### src/rtl/tm1638_key_reader_if.sv
`default_nettype none
// ============================================================================
// Module   : tm1638_key_reader_if
// Purpose  : TM1638 3-wire bus plus bus-arbitration handshake, as seen by the
//            key reader.
// Ports    : bus_req  - reader asks for the shared TM1638 bus
//            bus_gnt  - arbiter grants the bus to the reader
//            tm_stb   - TM1638 STB (active-low frame strobe)
//            tm_clk   - TM1638 CLK
//            dio_o    - DIO value driven by the reader
//            dio_oe   - 1 = reader drives DIO, 0 = chip drives DIO
//            dio_i    - DIO as seen by the reader (already synchronised)
// Modports : master - the key reader; slave - the chip/arbiter side
// Revision : 1.0 - initial release
// ============================================================================
interface tm1638_key_reader_if;
  logic bus_req;
  logic bus_gnt;
  logic tm_stb;
  logic tm_clk;
  logic dio_o;
  logic dio_oe;
  logic dio_i;

  modport master (
    output bus_req,
    output tm_stb,
    output tm_clk,
    output dio_o,
    output dio_oe,
    input  bus_gnt,
    input  dio_i
  );

  modport slave (
    input  bus_req,
    input  tm_stb,
    input  tm_clk,
    input  dio_o,
    input  dio_oe,
    output bus_gnt,
    output dio_i
  );
endinterface
`default_nettype wire

### src/rtl/tm1638_key_reader.sv
`default_nettype none
// ============================================================================
// Module   : tm1638_key_reader
// Purpose  : Periodically reads the 8 push buttons of a TM1638 board. Each
//            poll requests the shared bus, sends read-key command 0x42,
//            shifts in 4 scan bytes and publishes an active-high key vector.
// Ports    : clk        - system clock
//            rst        - asynchronous active-high reset
//            bus        - TM1638 bus + req/gnt handshake (master modport)
//            keys       - key state, bit i = button S(i+1)
//            keys_valid - one-cycle pulse when keys is refreshed
//            busy       - high from bus request until back in idle
// Revision : 1.0 - initial release
// ============================================================================
module tm1638_key_reader #(
  parameter int CLK_MHZ    = 27,
  parameter int TM_CLK_KHZ = 500,
  parameter int WAIT_US    = 2,
  parameter int POLL_US    = 10000
) (
  input  wire logic              clk,
  input  wire logic              rst,
  tm1638_key_reader_if.master    bus,
  output logic [7:0]             keys,
  output logic                   keys_valid,
  output logic                   busy
);

  // Cycles per tm_clk phase, command-to-read gap, and poll period.
  localparam int c_half    = CLK_MHZ * 1000 / (2 * TM_CLK_KHZ);
  localparam int c_wait    = WAIT_US * CLK_MHZ;
  localparam int c_poll    = POLL_US * CLK_MHZ;
  localparam int c_cnt_max = (c_half > c_wait) ? c_half : c_wait;
  localparam int c_cnt_w   = (c_cnt_max < 2) ? 1 : $clog2(c_cnt_max);
  localparam int c_poll_w  = (c_poll < 2) ? 1 : $clog2(c_poll);

  localparam logic [c_cnt_w-1:0]  c_half_last = c_cnt_w'(c_half - 1);
  localparam logic [c_cnt_w-1:0]  c_wait_last = c_cnt_w'(c_wait - 1);
  localparam logic [c_poll_w-1:0] c_poll_last = c_poll_w'(c_poll - 1);
  localparam logic [7:0]          c_cmd       = 8'h42;

  typedef enum logic [2:0] {
    S_IDLE  = 3'd0,
    S_REQ   = 3'd1,
    S_SETUP = 3'd2,
    S_CMD   = 3'd3,
    S_WAIT  = 3'd4,
    S_READ  = 3'd5,
    S_HOLD  = 3'd6
  } state_t;

  state_t               r_state;
  state_t               w_state_nxt;
  logic [c_poll_w-1:0]  r_poll;
  logic                 r_pending;
  logic [c_cnt_w-1:0]   r_cnt;
  logic                 r_phase;   // 0 = tm_clk low phase, 1 = high phase
  logic [4:0]           r_bit;
  logic [7:0]           r_scan;    // only the key-carrying scan bits are kept
  logic [7:0]           r_keys;
  logic                 r_keys_valid;

  logic w_take_pending;
  logic w_poll_wrap;
  logic w_half_end;
  logic w_wait_end;
  logic w_sample;
  logic w_stb;
  logic w_tclk;
  logic w_dio_o;
  logic w_dio_oe;

  assign w_poll_wrap = (r_poll == c_poll_last);
  assign w_half_end  = (r_cnt == c_half_last);
  assign w_wait_end  = (r_cnt == c_wait_last);
  // The chip's data is taken on the first cycle of each high phase,
  // i.e. exactly when tm_clk rises.
  assign w_sample    = (r_state == S_READ) && r_phase && (r_cnt == '0);

  // --------------------------------------------------------------------------
  // Poll timer: a wrap arms one pending poll; wraps are dropped while a poll
  // is already pending or a transaction is in flight.
  // --------------------------------------------------------------------------
  always_ff @(posedge clk or posedge rst) begin
    if (rst) begin
      r_poll    <= '0;
      r_pending <= 1'b0;
    end else begin
      if (w_poll_wrap) r_poll <= '0;
      else             r_poll <= r_poll + 1'b1;

      if (w_take_pending)                         r_pending <= 1'b0;
      else if (w_poll_wrap && r_state == S_IDLE)  r_pending <= 1'b1;
    end
  end

  // --------------------------------------------------------------------------
  // FSM state register
  // --------------------------------------------------------------------------
  always_ff @(posedge clk or posedge rst) begin
    if (rst) r_state <= S_IDLE;
    else     r_state <= w_state_nxt;
  end

  // --------------------------------------------------------------------------
  // Next state and bus outputs. Outputs decode straight from the registered
  // state so an asynchronous reset returns the bus to idle levels at once.
  // --------------------------------------------------------------------------
  always_comb begin
    w_state_nxt    = r_state;
    w_take_pending = 1'b0;
    w_stb          = 1'b1;
    w_tclk         = 1'b1;
    w_dio_o        = 1'b1;
    w_dio_oe       = 1'b0;
    case (r_state)
      S_IDLE: begin
        if (r_pending) begin
          w_take_pending = 1'b1;
          w_state_nxt    = S_REQ;
        end
      end
      S_REQ: begin
        if (bus.bus_gnt) w_state_nxt = S_SETUP;
      end
      S_SETUP: begin
        w_stb    = 1'b0;
        w_dio_oe = 1'b1;
        if (w_half_end) w_state_nxt = S_CMD;
      end
      S_CMD: begin
        w_stb    = 1'b0;
        w_dio_oe = 1'b1;
        w_tclk   = r_phase;
        // r_bit advances on entry to a low phase, so DIO only moves there.
        w_dio_o  = c_cmd[r_bit[2:0]];
        if (w_half_end && r_phase && r_bit == 5'd7) w_state_nxt = S_WAIT;
      end
      S_WAIT: begin
        w_stb = 1'b0;
        if (w_wait_end) w_state_nxt = S_READ;
      end
      S_READ: begin
        w_stb  = 1'b0;
        w_tclk = r_phase;
        if (w_half_end && r_phase && r_bit == 5'd31) w_state_nxt = S_HOLD;
      end
      S_HOLD: begin
        if (w_half_end) w_state_nxt = S_IDLE;
      end
      default: w_state_nxt = S_IDLE;
    endcase
  end

  // --------------------------------------------------------------------------
  // Phase / bit timing. Everything restarts from zero on a state change.
  // --------------------------------------------------------------------------
  always_ff @(posedge clk or posedge rst) begin
    if (rst) begin
      r_cnt   <= '0;
      r_phase <= 1'b0;
      r_bit   <= '0;
    end else if (w_state_nxt != r_state) begin
      r_cnt   <= '0;
      r_phase <= 1'b0;
      r_bit   <= '0;
    end else begin
      case (r_state)
        S_SETUP, S_WAIT, S_HOLD: r_cnt <= r_cnt + 1'b1;
        S_CMD, S_READ: begin
          if (w_half_end) begin
            r_cnt   <= '0;
            r_phase <= ~r_phase;
            if (r_phase) r_bit <= r_bit + 1'b1;
          end else begin
            r_cnt <= r_cnt + 1'b1;
          end
        end
        default: begin
          r_cnt   <= '0;
          r_phase <= 1'b0;
          r_bit   <= '0;
        end
      endcase
    end
  end

  // --------------------------------------------------------------------------
  // Scan capture and key publish. Read bit n is bit n%8 of scan byte n/8;
  // bit 0 of byte i is button S(i+1), bit 4 of byte i is button S(i+5).
  // All 8 key bits are rewritten every poll, and keys is loaded only on the
  // READ->HOLD step, so a reset mid-read never leaves a partial update.
  // --------------------------------------------------------------------------
  always_ff @(posedge clk or posedge rst) begin
    if (rst) begin
      r_scan       <= '0;
      r_keys       <= '0;
      r_keys_valid <= 1'b0;
    end else begin
      if (w_sample && r_bit[2:0] == 3'd0) r_scan[{1'b0, r_bit[4:3]}] <= bus.dio_i;
      if (w_sample && r_bit[2:0] == 3'd4) r_scan[{1'b1, r_bit[4:3]}] <= bus.dio_i;

      if (r_state == S_READ && w_state_nxt == S_HOLD) begin
        r_keys       <= r_scan;
        r_keys_valid <= 1'b1;
      end else begin
        r_keys_valid <= 1'b0;
      end
    end
  end

  assign bus.tm_stb  = w_stb;
  assign bus.tm_clk  = w_tclk;
  assign bus.dio_o   = w_dio_o;
  assign bus.dio_oe  = w_dio_oe;
  assign bus.bus_req = (r_state != S_IDLE);
  assign busy        = (r_state != S_IDLE);
  assign keys        = r_keys;
  assign keys_valid  = r_keys_valid;

endmodule
`default_nettype wire

### src/flat_wrapper.sv
// flat-port wrapper written by rule: the top's interface ports become plain ports
module tm1638_key_reader_flat 
#(
  parameter int CLK_MHZ    = 27,
  parameter int TM_CLK_KHZ = 500,
  parameter int WAIT_US    = 2,
  parameter int POLL_US    = 10000
)
  (clk, rst, keys, keys_valid, busy, bus_bus_req, bus_tm_stb, bus_tm_clk, bus_dio_o, bus_dio_oe, bus_bus_gnt, bus_dio_i);
  tm1638_key_reader_if bus_i ();
  input  wire logic clk;
  input  wire logic rst;
  output logic [7:0] keys;
  output logic keys_valid;
  output logic busy;
  output wire logic [$bits(bus_i.bus_req)-1:0] bus_bus_req;
  output wire logic [$bits(bus_i.tm_stb)-1:0] bus_tm_stb;
  output wire logic [$bits(bus_i.tm_clk)-1:0] bus_tm_clk;
  output wire logic [$bits(bus_i.dio_o)-1:0] bus_dio_o;
  output wire logic [$bits(bus_i.dio_oe)-1:0] bus_dio_oe;
  input wire logic [$bits(bus_i.bus_gnt)-1:0] bus_bus_gnt;
  input wire logic [$bits(bus_i.dio_i)-1:0] bus_dio_i;
  assign bus_bus_req = bus_i.bus_req;
  assign bus_tm_stb = bus_i.tm_stb;
  assign bus_tm_clk = bus_i.tm_clk;
  assign bus_dio_o = bus_i.dio_o;
  assign bus_dio_oe = bus_i.dio_oe;
  assign bus_i.bus_gnt = bus_bus_gnt;
  assign bus_i.dio_i = bus_dio_i;
  tm1638_key_reader #(.CLK_MHZ(CLK_MHZ), .TM_CLK_KHZ(TM_CLK_KHZ), .WAIT_US(WAIT_US), .POLL_US(POLL_US)) u_core (.clk(clk), .rst(rst), .bus(bus_i), .keys(keys), .keys_valid(keys_valid), .busy(busy));
endmodule
### config.mk
export PLATFORM = sky130hd
export DESIGN_NAME = tm1638_key_reader_flat
export DESIGN_NICKNAME = d
export VERILOG_FILES = /design/src/rtl/tm1638_key_reader_if.sv /design/src/rtl/tm1638_key_reader.sv /design/src/flat_wrapper.sv
export SDC_FILE = /design/constraint.sdc
export NUM_CORES = 1
export LEC_CHECK = 0
export ABC_AREA = 1
export BUFFER_PORTS_ARGS = -buffer_cell sky130_fd_sc_hd__buf_2
export CAP_MARGIN = 20
export CORE_MARGIN = 2
export CORE_UTILIZATION = 45
export DETAILED_ROUTE_END_ITERATION = 8
export SYNTH_ARGS = -nofsm -noshare
export SYNTH_HDL_FRONTEND = slang
export SYNTH_SLANG_ARGS = --single-unit
### constraint.sdc
create_clock -name clk -period 3.4 [get_ports clk]
set_input_delay 0 -clock clk [delete_from_list [all_inputs] [get_ports clk]]
set_output_delay 0 -clock clk [all_outputs]
set_load 0.005 [all_outputs]
# Yosys cells after proc, flatten, opt, wreduce, memory -nomap -nowiden
# Memories as Yosys holds them, arrays and structs flattened.
# Cells that the tools add are included.
[classes]
add_sub_neg = 3
multipliers = 0
n_div = 0
order_cmp = 5
n_eq_ne = 17
n_shift = 0
muxes = 37
bitwise_logic = 1
n_reduce_logical = 22
[ops]
columns = ["operator", "n"]
rows = [
  ["$mux 3", 7],
  ["$pmux 3 s7", 1],
  ["$add 19x1->19 const B", 1],
  ["$eq 19x19->1 const B", 1],
  ["$mux 19", 1],
  ["$bwmux 8", 2],
  ["$mux 8", 2],
  ["$eq 3x3->1 const B", 5],
  ["$mux 5", 3],
  ["$mux 1", 14],
  ["$mux 6", 2],
  ["$pmux 6 s2", 1],
  ["$logic_and 1x1->1", 11],
  ["$pmux 5 s2", 1],
  ["$lt 3x4->1 const B", 2],
  ["$add 6x1->6 const B", 1],
  ["$eq 3x2->1 const B", 2],
  ["$eq 6x5->1 const B", 1],
  ["$eq 6x6->1 const B", 1],
  ["$logic_not 3->1", 2],
  ["$logic_not 6->1", 1],
  ["$ne 3x1->1 const B", 2],
  ["$add 5x1->5 const B", 1],
  ["$eq 5x3->1 const B", 1],
  ["other kinds (17)", 19],
]
[word_totals]
ff_bits = 52
latchBits = 0
ram_bits = 0
rom_bits = 8
input_bits = 4
word_cells = 95
mem_count = 1
[memory_table]
columns = ["name", "depth", "width", "rd", "rd_clocked_by_memory_dff", "wr", "line_no", "source"]
rows = [
  ["(no name shown)", 8, 1, 1, 0, 0, "tm1638_key_reader.sv:136", "w_dio_o = c_cmd[r_bit[2:0]];"],
]

# Depth between registers and ports, before layout
[depth]
depth_word = 8
depth_mapped = 13

# Worst setup path before layout
# Ideal clock, no wire load.
[synth_path]
kind = "reg2reg"
start = "reg u_core.r_cnt[0]"
end = "reg u_core.r_bit[0]"
arrival_ps = 1603
slack_ps = 1679
path_stages_with_launch = 13
path_buffers = 1
cell_sequence = "dfrtp_1 > inv_1 > ha_1 > nand3_2 > nor2_4 > nand3_1 > nand2_2 > nand3_1 > nand2_1 > nand2_1 > buf_6 > nand4_1 > nand2_1"
[synth_via]
elab_chain_cells = 8
word_cells_on_any_way = 17
[synth_lines]
columns = ["item", "line_no", "source"]
rows = [
  ["start, declared", "tm1638_key_reader.sv:56", "logic [c_cnt_w-1:0] r_cnt;"],
  ["start signal, assigned", "tm1638_key_reader.sv:169", "S_SETUP, S_WAIT, S_HOLD: r_cnt <= r_cnt + 1'b1;"],
  ["start signal, assigned", "tm1638_key_reader.sv:176", "r_cnt <= r_cnt + 1'b1;"],
  ["$eq 6x5->1", "tm1638_key_reader.sv:74", "assign w_half_end = (r_cnt == c_half_last);"],
  ["$logic_and 1x1->1", "tm1638_key_reader.sv:137, tm1638_key_reader.sv:146", ""],
  ["$logic_and 1x1->1 (on tied branches)", "tm1638_key_reader.sv:146, tm1638_key_reader.sv:137", ""],
  ["$mux 3 (on tied branches)", "tm1638_key_reader.sv:146, tm1638_key_reader.sv:137", ""],
  ["$pmux 3 s7 *", "tm1638_key_reader.sv:116", "case (r_state)"],
  ["via u_core.w_state_nxt[0]", "tm1638_key_reader.sv:53", "state_t w_state_nxt;"],
  ["$ne 3x3->1 *", "tm1638_key_reader.sv:163", "end else if (w_state_nxt != r_state) begin"],
  ["$ne 3x1->1 (no source line) or $ne 2x1->1 (tied branches)", "-", ""],
  ["$reduce_and 3->1 (no source line)", "-", ""],
  ["end signal, assigned", "tm1638_key_reader.sv:174", "if (r_phase) r_bit <= r_bit + 1'b1;"],
  ["end, declared", "tm1638_key_reader.sv:58", "logic [4:0] r_bit;"],
]
# Mark *: on every way through the listed nets, which the timed path passes. The rest lies on a longest branch.
# A chain may end at the register's enable or synchronous reset.

# Worst setup path after layout
[layout_path]
start = "reg u_core.r_cnt[0]"
end = "reg u_core.r_cnt[2]"
[layout_via]
elab_chain_cells = 7
word_cells_on_any_way = 16
[layout_lines]
columns = ["item", "line_no"]
rows = [
  ["$eq 6x5->1", "tm1638_key_reader.sv:74"],
  ["$logic_and 1x1->1", "tm1638_key_reader.sv:137, tm1638_key_reader.sv:146"],
  ["$logic_and 1x1->1 (on tied branches)", "tm1638_key_reader.sv:146, tm1638_key_reader.sv:137"],
  ["$mux 3 (on tied branches)", "tm1638_key_reader.sv:146, tm1638_key_reader.sv:137"],
  ["$pmux 3 s7", "tm1638_key_reader.sv:116"],
  ["$ne 3x3->1", "tm1638_key_reader.sv:163"],
  ["$mux 6 *", "tm1638_key_reader.sv:163"],
]
# Mark *: on every way between the ends. The rest lies on a longest branch, timed or not.

==> run summary <==
Status -> finished clean
Grt total ovfl -> 0
Mapped Nets -> 375
Max-slew violation count -> 0
I/O pin count -> 19
Power Density -> 305 mW/mm2
Die width -> 85.3 um
Initial DRC Count -> 115
Worst IR Drop VDD -> 0.223 mV
Synth Cell Area -> 0.00297 mm2
Worst-path clk slew -> 0.09 ns
DP HPWL -> 4370 um
Nets -> 399
Vias/cell -> 5.03
P_leak -> 1.60 nW
Core Area -> 0.00639 mm2
Post-CTS Resized -> 0
Worst Hold Class -> in -> reg
Warnings, synthesis -> 0
Root Driver -> clkbuf_8
Setup ws final -> 1.28 ns
Vias -> 2328
Setup-failing EPs final -> 0
# clock sinks -> 52
Final WL -> 5710 um
Clock Skews -> 0.00650 ns
Final Cycle Share -> 62.3%
Share of cells above drive strength 1 -> 14.8%
Cell Chain, Critical Path -> inv_1, ha_1, nand3_2, nor2_4, nand3_1, nand2_2, nand4_1, nand2_1, nand2_2, nor3_2
CTS tree -> built
Synthesized instance count -> 361
Avg WL per Cell -> 12.3 um
Bufs on Longest Clock Path -> 2
Crit path largest cell delay -> 0.44 ns
Largest net degree at the start of global routing -> 35
Fmax -> 472 MHz
Initial antenna violation count -> 0
WP data required -> 3.63 ns
WS Path Type -> reg -> reg
Die height -> 85.3 um
Remaining DRCs -> 0
Final Hold Viols -> 0
CP max stage cell -> dfrtp_1
Port Buf Inserts -> 18
Syn-to-layout area delta -> 9.05%
Global-route usage over all layers -> 17.2%
Most used cell, CP -> nand2_2
Worst reg-to-reg setup slack -> 1.28 ns
Post-DRT Antenna Nets -> 0
Total CTS buffers -> 5
Place WS -> 1.29 ns
Global-route wire length before repair -> 10100 um
Vias in the first global route -> 2329
Measured slew at the worst slew-check pin -> 0.476 ns
Netlist cell types -> 31
H-tree level count -> 2
Rows -> 29
Max Cap Viol -> 0
Sequential element share of the synthesized area -> 43.8%
Pre-Repair DR Iteration Count -> 4
Slew HR -> 68.0%
Critical Path AT -> 2.35 ns
Post-DP Area -> 0.00313 mm2
CP Capture Type -> register
RSZ-0062 raised after global routing -> false
Clock Latency Late Sink -> 0.31 ns
Number of synthesized register bits -> 52
Synthesized area per cell -> 8.24 um2
Setup tns final -> 0 ns
Die ar. -> 0.00727 mm2
Maximum fanout along the worst path -> 11
Initial Util -> 46.6%
Post-CTS Setup Bufs -> 0
Worst Setup Start Kind -> register
Post-route minimum period -> 2.12 ns
Antenna diode count -> 0
Final Cell Area -> 0.00324 mm2
GP Congestion -> 0.895
-- cell usage after synthesis (all sizes together) --
library cell  count  share of area (%)
buf               3                1.0
nor3b             1               0.25
nor4              8                1.7
o21ai            11                1.9
nand3b            4                1.0
or2               1               0.21
and3              2               0.42
nand2            76                 10
nand3            28                5.1
ha               10                4.2
xor2             10                2.9
o21a              1               0.25
o311ai            1               0.29
nor3             14                3.7
clkbuf            1               0.13
nand4            25                5.8
mux2i             2               0.67
a21oi             5               0.84
dfrtp            52                 44
xnor2             2               0.59
inv              54                6.8
nor2             50                8.5
-- stage by stage --
step	util, %	total power, mW	std cells	hold WS [ns]
after global routing	50.8	1.03	463	0.116
after floorplan	-	0.645	361	0.159
final	50.8	0.989	463	0.0953
after CTS	50.8	1.01	463	0.0962
after global placement	49.1	0.653	453	0.00641
after detailed placement	49.1	0.653	453	0.00597
-- final cells by class --
| cell class | instances | area (um2) |
|---|---|---|
| Timing Repair Buffer | 21 | 118 |
| Multi-Input combinational cell | 251 | 1440 |
| Tap cell | 77 | 96.3 |
| Inverter | 54 | 203 |
| Sequential cell | 52 | 1300 |
| Clock inverter | 2 | 16.3 |
| Clock buffer | 6 | 72.6 |
| Fill cell | 626 | 3140 |
-- flip-flops by register name (all words and copies together) (netlist names) --
name and cells:
u_core.keys 8, u_core.keys_valid 1, u_core.r_bit 5, u_core.r_cnt 6, u_core.r_pending 1, u_core.r_phase 1
u_core.r_poll 19, u_core.r_scan 8, u_core.r_state 3
-- per-layer routing --
layer	up-vias	wire length, um	part of all wire, %	GRT usage [%]
met1	1061	2660	47	21.1
met5	-	0	0	0
met3	10	131	2.3	3.60
li1	1231	-	-	-
met4	0	106	1.9	6.93
met2	26	2820	49	29.4
-- worst max-delay path, delay by kind of cell, from the launching register on --
family / cells / cell delay, ns
adders and majority gates: 1 / 0.16
buffers and inverters: 1 / 0.10
DFF: 1 / 0.44
and+or+nand+nor: 8 / 1.33
-- cell usage in the layout (no fill, tap or decap), drive strengths merged, types with 11 or more instances in the layout --
| cell type | count |
|---|---|
| nand2 | 76 |
| inv | 54 |
| dfrtp | 52 |
| nor2 | 50 |
| nand3 | 28 |
| nand4 | 25 |
| buf | 19 |
| nor3 | 14 |
| o21ai | 11 |
-- kinds of logic (layout without fill, tap and decap cells) --
group,count (synthesis),after routing,share of synthesized area (%)
AND/OR/NAND/NOR,209,209,36.6
XOR/XNOR,12,12,3.54
flip-flops,52,52,43.8
multiplexers,2,2,0.673
buffers and inverters,58,83,7.95
AO/OA/AOI/OAI,18,18,3.24
adder cells (fa/ha/maj),10,10,4.21
-- what timing repair did --
| item | in CTS | in global routing |
|---|---|---|
| endpoints found under the setup margin | 0 | 0 |
| hold endpoints to repair | 20 | 0 |
| hold buffers | 2 | 0 |
-- path summary, 6_finish.rpt --
check,from,to,depth (start not counted)
worst min-delay path,bus_bus_gnt,u_core.r_state[1],5
worst max-delay path,u_core.r_cnt[0],u_core.r_cnt[2],10
max in group asynchronous,rst,u_core.r_poll[0],4
worst min register to register,u_core.r_scan[3],u_core.keys[3],2
worst max register to register,u_core.r_cnt[0],u_core.r_cnt[2],10
min in group asynchronous,rst,u_core.r_bit[3],3
-- power by group --
part           internal [mW]  switching [mW]  leakage [nW]
logic                0.00493          0.0153         0.911
registers              0.620        0.000546         0.651
clock network          0.147           0.202        0.0414
total                  0.772           0.217          1.60
No activity file was read; power rests on OpenSTA's default activity.
